[src/rtl/tomasulo_pkg.sv]
// Shared Tomasulo types: function codes, CDB owner encodings and ROB age helper.
package tomasulo_pkg;

  localparam logic [3:0] FN_ADD = 4'b0000;
  localparam logic [3:0] FN_SUB = 4'b0001;
  localparam logic [3:0] FN_MUL = 4'b0010;
  localparam logic [3:0] FN_DIV = 4'b0011;

  typedef enum logic [1:0] {
    CDB_NONE = 2'b00,
    CDB_ADD  = 2'b01,
    CDB_MUL  = 2'b10
  } cdb_src_e;

  // Distance from the ROB head, modulo the ROB size; smaller is older.
  function automatic logic [7:0] rob_age(input logic [7:0] idx, input logic [7:0] head,
                                         input int unsigned w);
    logic [7:0] mask;
    mask = 8'((32'd1 << w) - 32'd1);
    return (idx - head) & mask;
  endfunction

endpackage

[src/rtl/rs_issue_scheduler_age_select.sv]
// Combinational oldest-ready picker for one reservation station; ties go to the lower index.
module age_select
  import tomasulo_pkg::*;
#(
  parameter int RS_DEPTH = 3,
  parameter int ROB_W    = 3
) (
  input  logic [RS_DEPTH-1:0]       rdy_i,
  input  logic [RS_DEPTH*ROB_W-1:0] rob_i,
  input  logic [ROB_W-1:0]          rob_head_i,
  output logic                      vld_o,
  output logic [1:0]                idx_o,
  output logic [7:0]                age_o
);

  logic [7:0] age_c;

  always_comb begin
    vld_o = 1'b0;
    idx_o = '0;
    age_o = '0;
    age_c = '0;
    for (int i = 0; i < RS_DEPTH; i++) begin
      age_c = rob_age(8'(rob_i[i*ROB_W +: ROB_W]), 8'(rob_head_i), ROB_W);
      // Strict compare keeps the lower index on equal age.
      if (rdy_i[i] && (!vld_o || age_c < age_o)) begin
        vld_o = 1'b1;
        idx_o = 2'(i);
        age_o = age_c;
      end
    end
  end

endmodule

[src/rtl/rs_issue_scheduler.sv]
// Issue scheduler for add/sub and mul/div stations with CDB slot reservation.
// Optional counters enabled by defining SCHED_STATS_EN.
module rs_issue_scheduler
  import tomasulo_pkg::*;
#(
  parameter int RS_DEPTH = 3,
  parameter int ROB_W    = 3,
  parameter int ADD_LAT  = 1,
  parameter int MUL_LAT  = 3,
  parameter int DIV_LAT  = 6
) (
  input  logic                      clk1,
  input  logic                      reset_n,
  input  logic                      flush,
  input  logic [ROB_W-1:0]          rob_head,
  input  logic [RS_DEPTH-1:0]       add_rdy,
  input  logic [RS_DEPTH*ROB_W-1:0] add_rob,
  input  logic [RS_DEPTH-1:0]       mul_rdy,
  input  logic [RS_DEPTH*ROB_W-1:0] mul_rob,
  input  logic [RS_DEPTH-1:0]       mul_is_div,
  output logic                      add_gnt,
  output logic [1:0]                add_gnt_idx,
  output logic                      mul_gnt,
  output logic [1:0]                mul_gnt_idx,
  output logic                      mul_busy,
  output logic [1:0]                cdb_src
`ifdef SCHED_STATS_EN
  ,
  output logic [15:0]               stat_add_issued,
  output logic [15:0]               stat_mul_issued,
  output logic [15:0]               stat_cdb_stall
`endif
);

  localparam int CNT_W = $clog2(DIV_LAT + 1);

  logic [DIV_LAT:1][1:0] slot_q, slot_d, slot_sh;
  logic [CNT_W-1:0]      mul_cnt_q, mul_cnt_d;

  logic       add_sel_vld, mul_sel_vld;
  logic [1:0] add_sel_idx, mul_sel_idx;
  logic [7:0] add_sel_age, mul_sel_age;
  int         mul_lat;
  logic       add_slot_free, mul_slot_free, mul_unit_free;
  logic       add_cand, mul_cand, same_slot, add_wins;

  age_select #(.RS_DEPTH(RS_DEPTH), .ROB_W(ROB_W)) u_add_sel (
    .rdy_i(add_rdy), .rob_i(add_rob), .rob_head_i(rob_head),
    .vld_o(add_sel_vld), .idx_o(add_sel_idx), .age_o(add_sel_age)
  );

  age_select #(.RS_DEPTH(RS_DEPTH), .ROB_W(ROB_W)) u_mul_sel (
    .rdy_i(mul_rdy), .rob_i(mul_rob), .rob_head_i(rob_head),
    .vld_o(mul_sel_vld), .idx_o(mul_sel_idx), .age_o(mul_sel_age)
  );

  always_comb begin
    slot_sh = '0;
    for (int k = 1; k < DIV_LAT; k++) slot_sh[k] = slot_q[k+1];

    mul_lat       = mul_is_div[mul_sel_idx] ? DIV_LAT : MUL_LAT;
    add_slot_free = (slot_sh[ADD_LAT] == CDB_NONE);
    mul_slot_free = 1'b0;
    for (int k = 1; k <= DIV_LAT; k++)
      if (k == mul_lat) mul_slot_free = (slot_sh[k] == CDB_NONE);

    // The unit frees in the cycle its result owns the CDB, i.e. once the count reaches 0 after this edge.
    mul_unit_free = (mul_cnt_q <= CNT_W'(1));
    add_cand      = add_sel_vld && add_slot_free;
    mul_cand      = mul_sel_vld && mul_unit_free && mul_slot_free;
    same_slot     = add_cand && mul_cand && (ADD_LAT == mul_lat);
    add_wins      = (add_sel_age <= mul_sel_age);

    add_gnt     = reset_n && !flush && add_cand && !(same_slot && !add_wins);
    mul_gnt     = reset_n && !flush && mul_cand && !(same_slot && add_wins);
    add_gnt_idx = add_sel_idx;
    mul_gnt_idx = mul_sel_idx;

    slot_d = slot_sh;
    if (add_gnt) slot_d[ADD_LAT] = CDB_ADD;
    for (int k = 1; k <= DIV_LAT; k++)
      if (mul_gnt && k == mul_lat) slot_d[k] = CDB_MUL;

    mul_cnt_d = mul_cnt_q;
    if (mul_gnt)                mul_cnt_d = CNT_W'(mul_lat);
    else if (mul_cnt_q != '0)   mul_cnt_d = mul_cnt_q - CNT_W'(1);

    if (flush) begin
      slot_d    = '0;
      mul_cnt_d = '0;
    end
  end

  always_ff @(posedge clk1 or negedge reset_n) begin
    if (!reset_n) begin
      slot_q    <= '0;
      mul_cnt_q <= '0;
    end else begin
      slot_q    <= slot_d;
      mul_cnt_q <= mul_cnt_d;
    end
  end

  // Slot 1 is the reservation being written on the CDB this cycle.
  assign cdb_src  = slot_q[1];
  assign mul_busy = (mul_cnt_q != '0);

`ifdef SCHED_STATS_EN
  logic [15:0] stat_add_q, stat_add_d, stat_mul_q, stat_mul_d, stat_stall_q, stat_stall_d;
  logic        stall_c;

  function automatic logic [15:0] sat_inc(input logic [15:0] v, input logic en);
    return (en && v != 16'hFFFF) ? v + 16'd1 : v;
  endfunction

  always_comb begin
    // Outside flush/reset, a ready pick is withheld only by slot occupancy or a same-slot loss.
    stall_c = (add_sel_vld && !add_gnt) || (mul_sel_vld && mul_unit_free && !mul_gnt);
    stat_add_d   = sat_inc(stat_add_q, add_gnt);
    stat_mul_d   = sat_inc(stat_mul_q, mul_gnt);
    stat_stall_d = sat_inc(stat_stall_q, stall_c);
    if (flush) begin
      stat_add_d   = '0;
      stat_mul_d   = '0;
      stat_stall_d = '0;
    end
  end

  always_ff @(posedge clk1 or negedge reset_n) begin
    if (!reset_n) begin
      stat_add_q   <= '0;
      stat_mul_q   <= '0;
      stat_stall_q <= '0;
    end else begin
      stat_add_q   <= stat_add_d;
      stat_mul_q   <= stat_mul_d;
      stat_stall_q <= stat_stall_d;
    end
  end

  assign stat_add_issued = stat_add_q;
  assign stat_mul_issued = stat_mul_q;
  assign stat_cdb_stall  = stat_stall_q;
`endif

endmodule

[config.mk]
export PLATFORM = sky130hd
export DESIGN_NAME = rs_issue_scheduler
export DESIGN_NICKNAME = d
export VERILOG_FILES = /design/src/rtl/tomasulo_pkg.sv /design/src/rtl/rs_issue_scheduler_age_select.sv /design/src/rtl/rs_issue_scheduler.sv
export SDC_FILE = /design/constraint.sdc
export NUM_CORES = 1
export LEC_CHECK = 0
export ABC_AREA = 0
export BUFFER_PORTS_ARGS = -buffer_cell sky130_fd_sc_hd__buf_2
export CAP_MARGIN = 30
export CORE_MARGIN = 2
export CORE_UTILIZATION = 45
export DETAILED_ROUTE_END_ITERATION = 7
export GPL_TIMING_DRIVEN = 0
export PLACE_DENSITY = 0.72
export SETUP_SLACK_MARGIN = 0.02
export SLEW_MARGIN = 20
export SYNTH_ARGS = -nofsm -noshare
export SYNTH_HDL_FRONTEND = slang
export SYNTH_SLANG_ARGS = --single-unit
[constraint.sdc]
create_clock -name clk1 -period 14.7 [get_ports clk1]
set_input_delay 2.205 -clock clk1 [delete_from_list [all_inputs] [get_ports clk1]]
set_output_delay 2.205 -clock clk1 [all_outputs]
set_load 0.05 [all_outputs]
==> run_results.csv <==
group,metric,value,unit
run_status,status,"complete, no violations",
clocking,cts_setup_buffers,0,
synth,netlist_instances,153,
final_layout,antennaDiodeCount,0,
clocking,ctsHoldBuffers,0,
grt,antenna_found_initial,0,
synth,synth-seq-area-share,0.194,
critical_path,startpoint_type,"primary input",
die,coreArea,0.00273,sq mm
grt,overflow,0,
critical_path,cpMaxStageDelayCell,"fa_1",
synth,syn_nets,209,
route,drt_iter0_markers,33,
critical_path,endpoint_kind,"output pin",
clocking,cts_tree,"yes",
clocking,clock_path_buffers,2,
clocking,clk_latency,0.26,ns
clocking,cts_resized,0,
sta,period_share,0.586,
grt,grt_usage,0.172,
final_layout,seqCellArea,250,sq um
synth,async_flop_share,1.00,
clocking,clkTransAtPathRegs,0.06,ns
sta,setup-tns-final,0,ns
die,row_count,19,
synth,ys_seq_elements,10,
clocking,cts.sinks,10,
clocking,numCtsBuffers,3,
die,die_y,57.5,um
place,port_buffers,39,
worst_hold_path,hold_path_class,"reg -> reg",
sta,max_freq,116,MHz
die,die_w,57.5,um
sta,hold_violations,0,
critical_path,cp_data_required_time,12.49,ns
sta,worst_pin_slew,0.541,ns
route,vias_per_cell,5.20,
route,drtAntennaViolNets,0,
sta,relSlewSlack,0.636,
synth,ys.flop_type,"dfrtp_1",
sta,fin_crit,8.61,ns
critical_path,crit_arrival,6.41,ns
die,pin_count,42,
critical_path,cp_num_buf_inv,3,
final_layout,nNetsFinal,253,
place,dp_hpwl,2290,um
flow_run,max-cap-violations,0,
synth,yosys_warnings,0,
critical_path,crit_chain,"buf_2, ha_1, inv_1, fa_1, xor2_1, xnor2_1, nand2_1, ha_1, o21ai_0, a31oi_1, o21ai_0, and3_1, a31oi_1, ha_1, nor2b_1, a311o_1, a31oi_1, and3_4, mux2i_4, a21oi_1, buf_2",
final_layout,syn_to_final_growth,21.0,%
route,drc,0,
clocking,cts_max_level,1,
critical_path,crit_family,"compound AO/OA/AOI/OAI gates",
route,dr.pass1.iters,4,
critical_path,r2r_slack,13.08,ns
synth,syn-cell-area,0.00129,sq mm
critical_path,path_max_fanout,6,
route,wl_per_cell,11.6,um
pwr,peakVddDrop,0.0899,mV
sta,rsz0062_at_grt,"no",
place,routabilityCongestion,0.798,
final_layout,final_cells,227,
critical_path,path_class,"in -> out",
final_layout,layout-drive-gt1-share,0.260,
route,routed_wirelength,2640,um
synth,ys_types,40,
grt,grt_pass1_vias,1148,
synth,syn_area_per_cell,8.42,sq um
grt,grt_pass1_wl,4560,um
synth,synth_edf_count,0,
sta,setup_viol,0,
final_layout,fill_cells,255,
pwr,p_leak,0.801,nW
sta,maxSlewViolCount,0,
route,vias,1180,
clocking,cts-root-buf,"clkbuf_4",
critical_path,slowest_delay,0.36,ns
grt,grt_max_degree,12,
place,place_inst,223,
pwr,powerDensity,106,mW/mm^2
sta,fin_skew,0.00314,ns
final_layout,multiInputGateArea,925,sq um
die,die-area,0.00331,sq mm
die,start_util,0.471,
## metal layers
| metal | global-route usage | vias to the layer above | routed length, um |
|---|---|---|---|
| met4 | 0.0532 | 0 | 41 |
| met1 | 0.202 | 533 | 1160 |
| li1 | - | 603 | - |
| met2 | 0.299 | 38 | 1260 |
| met3 | 0.0522 | 6 | 172 |
| met5 | 0 | - | 0 |
## report_power, final
part	switching [W]	total, W	leakage (nW)	internal (W)
Sequential	0.00000350	0.0000359	0.135	0.0000324
Combinational	0.0000648	0.000106	0.645	0.0000410
Clock	0.00000908	0.0000241	0.0210	0.0000150
Total	0.0000774	0.000166	0.801	0.0000885
## final cells by class
type,count,share of cell area
multi-input cells,117,0.593
flip-flops and latches,10,0.161
repair buffers,39,0.125
inverters,21,0.0506
well taps,31,0.0249
clock buffers,4,0.0233
plain buffers,5,0.0225
## cells in the mapped netlist (all sizes together), types with 2 or more instances
cell,number,area (sq um)
xor2,6,52.6
nand2,16,60.1
xnor2,7,61.3
buf,4,31.3
a31oi,4,25.0
ha,17,213
a22o,2,17.5
inv,21,78.8
and3,3,23.8
nor2,11,41.3
nor2b,8,50.1
fa,6,120
o21ai,9,45.0
nor3,4,20.0
dfrtp,10,250
nand3,2,10.0
a21oi,4,20.0
## sequential cells by signal, indices dropped and copies added, names as in the netlist
name       flops
cdb_src        2
mul_cnt_q      3
slot_q         5
## kinds of logic after synthesis
kind of cell,count (synthesis),synth area share
buf+inv,26,0.0883
compound gates,30,0.157
xor+xnor,13,0.0884
mux,2,0.0262
simple gates,49,0.187
flops,10,0.194
fa+ha+maj,23,0.258
## placed cells by master (no fill, tap or decap), drive strengths merged, types with 5 or more instances in the layout
cell and instances:
buf 43, clkbuf 5, dfrtp 10, fa 6, ha 17, inv 21
nand2 16, nor2 11, nor2b 8, o21ai 9, xnor2 7, xor2 6
## final timing paths
check / from / end / cells after the start
max in group asynchronous: reset_n / cdb_src[0]$_DFF_PN0_ / 1
min in group asynchronous: reset_n / mul_cnt_q[1]$_DFFE_PN0P_ / 1
worst min-delay path: slot_q[5]$_DFF_PN0_ / slot_q[3]$_DFF_PN0_ / 1
worst min register to register: slot_q[5]$_DFF_PN0_ / slot_q[3]$_DFF_PN0_ / 1
worst max register to register: mul_cnt_q[0]$_DFFE_PN0P_ / mul_cnt_q[2]$_DFFE_PN0P_ / 4
worst max-delay path: rob_head[0] / mul_gnt / 21
## through the flow
step                      hold WS (ns)  setup slack (ns)  utilization  instance area [sq um]  total power, W
after floorplan                  0.428              6.20            -                   1290        0.000118
after global placement           0.442              6.26        0.557                   1520        0.000138
after detailed placement         0.461              6.12        0.557                   1520        0.000142
after CTS                        0.470              6.10        0.570                   1560        0.000167
after global routing             0.482              5.75        0.570                   1560        0.000182
final                            0.473              6.09        0.570                   1560        0.000166
(Power assumes the default switching activity.)
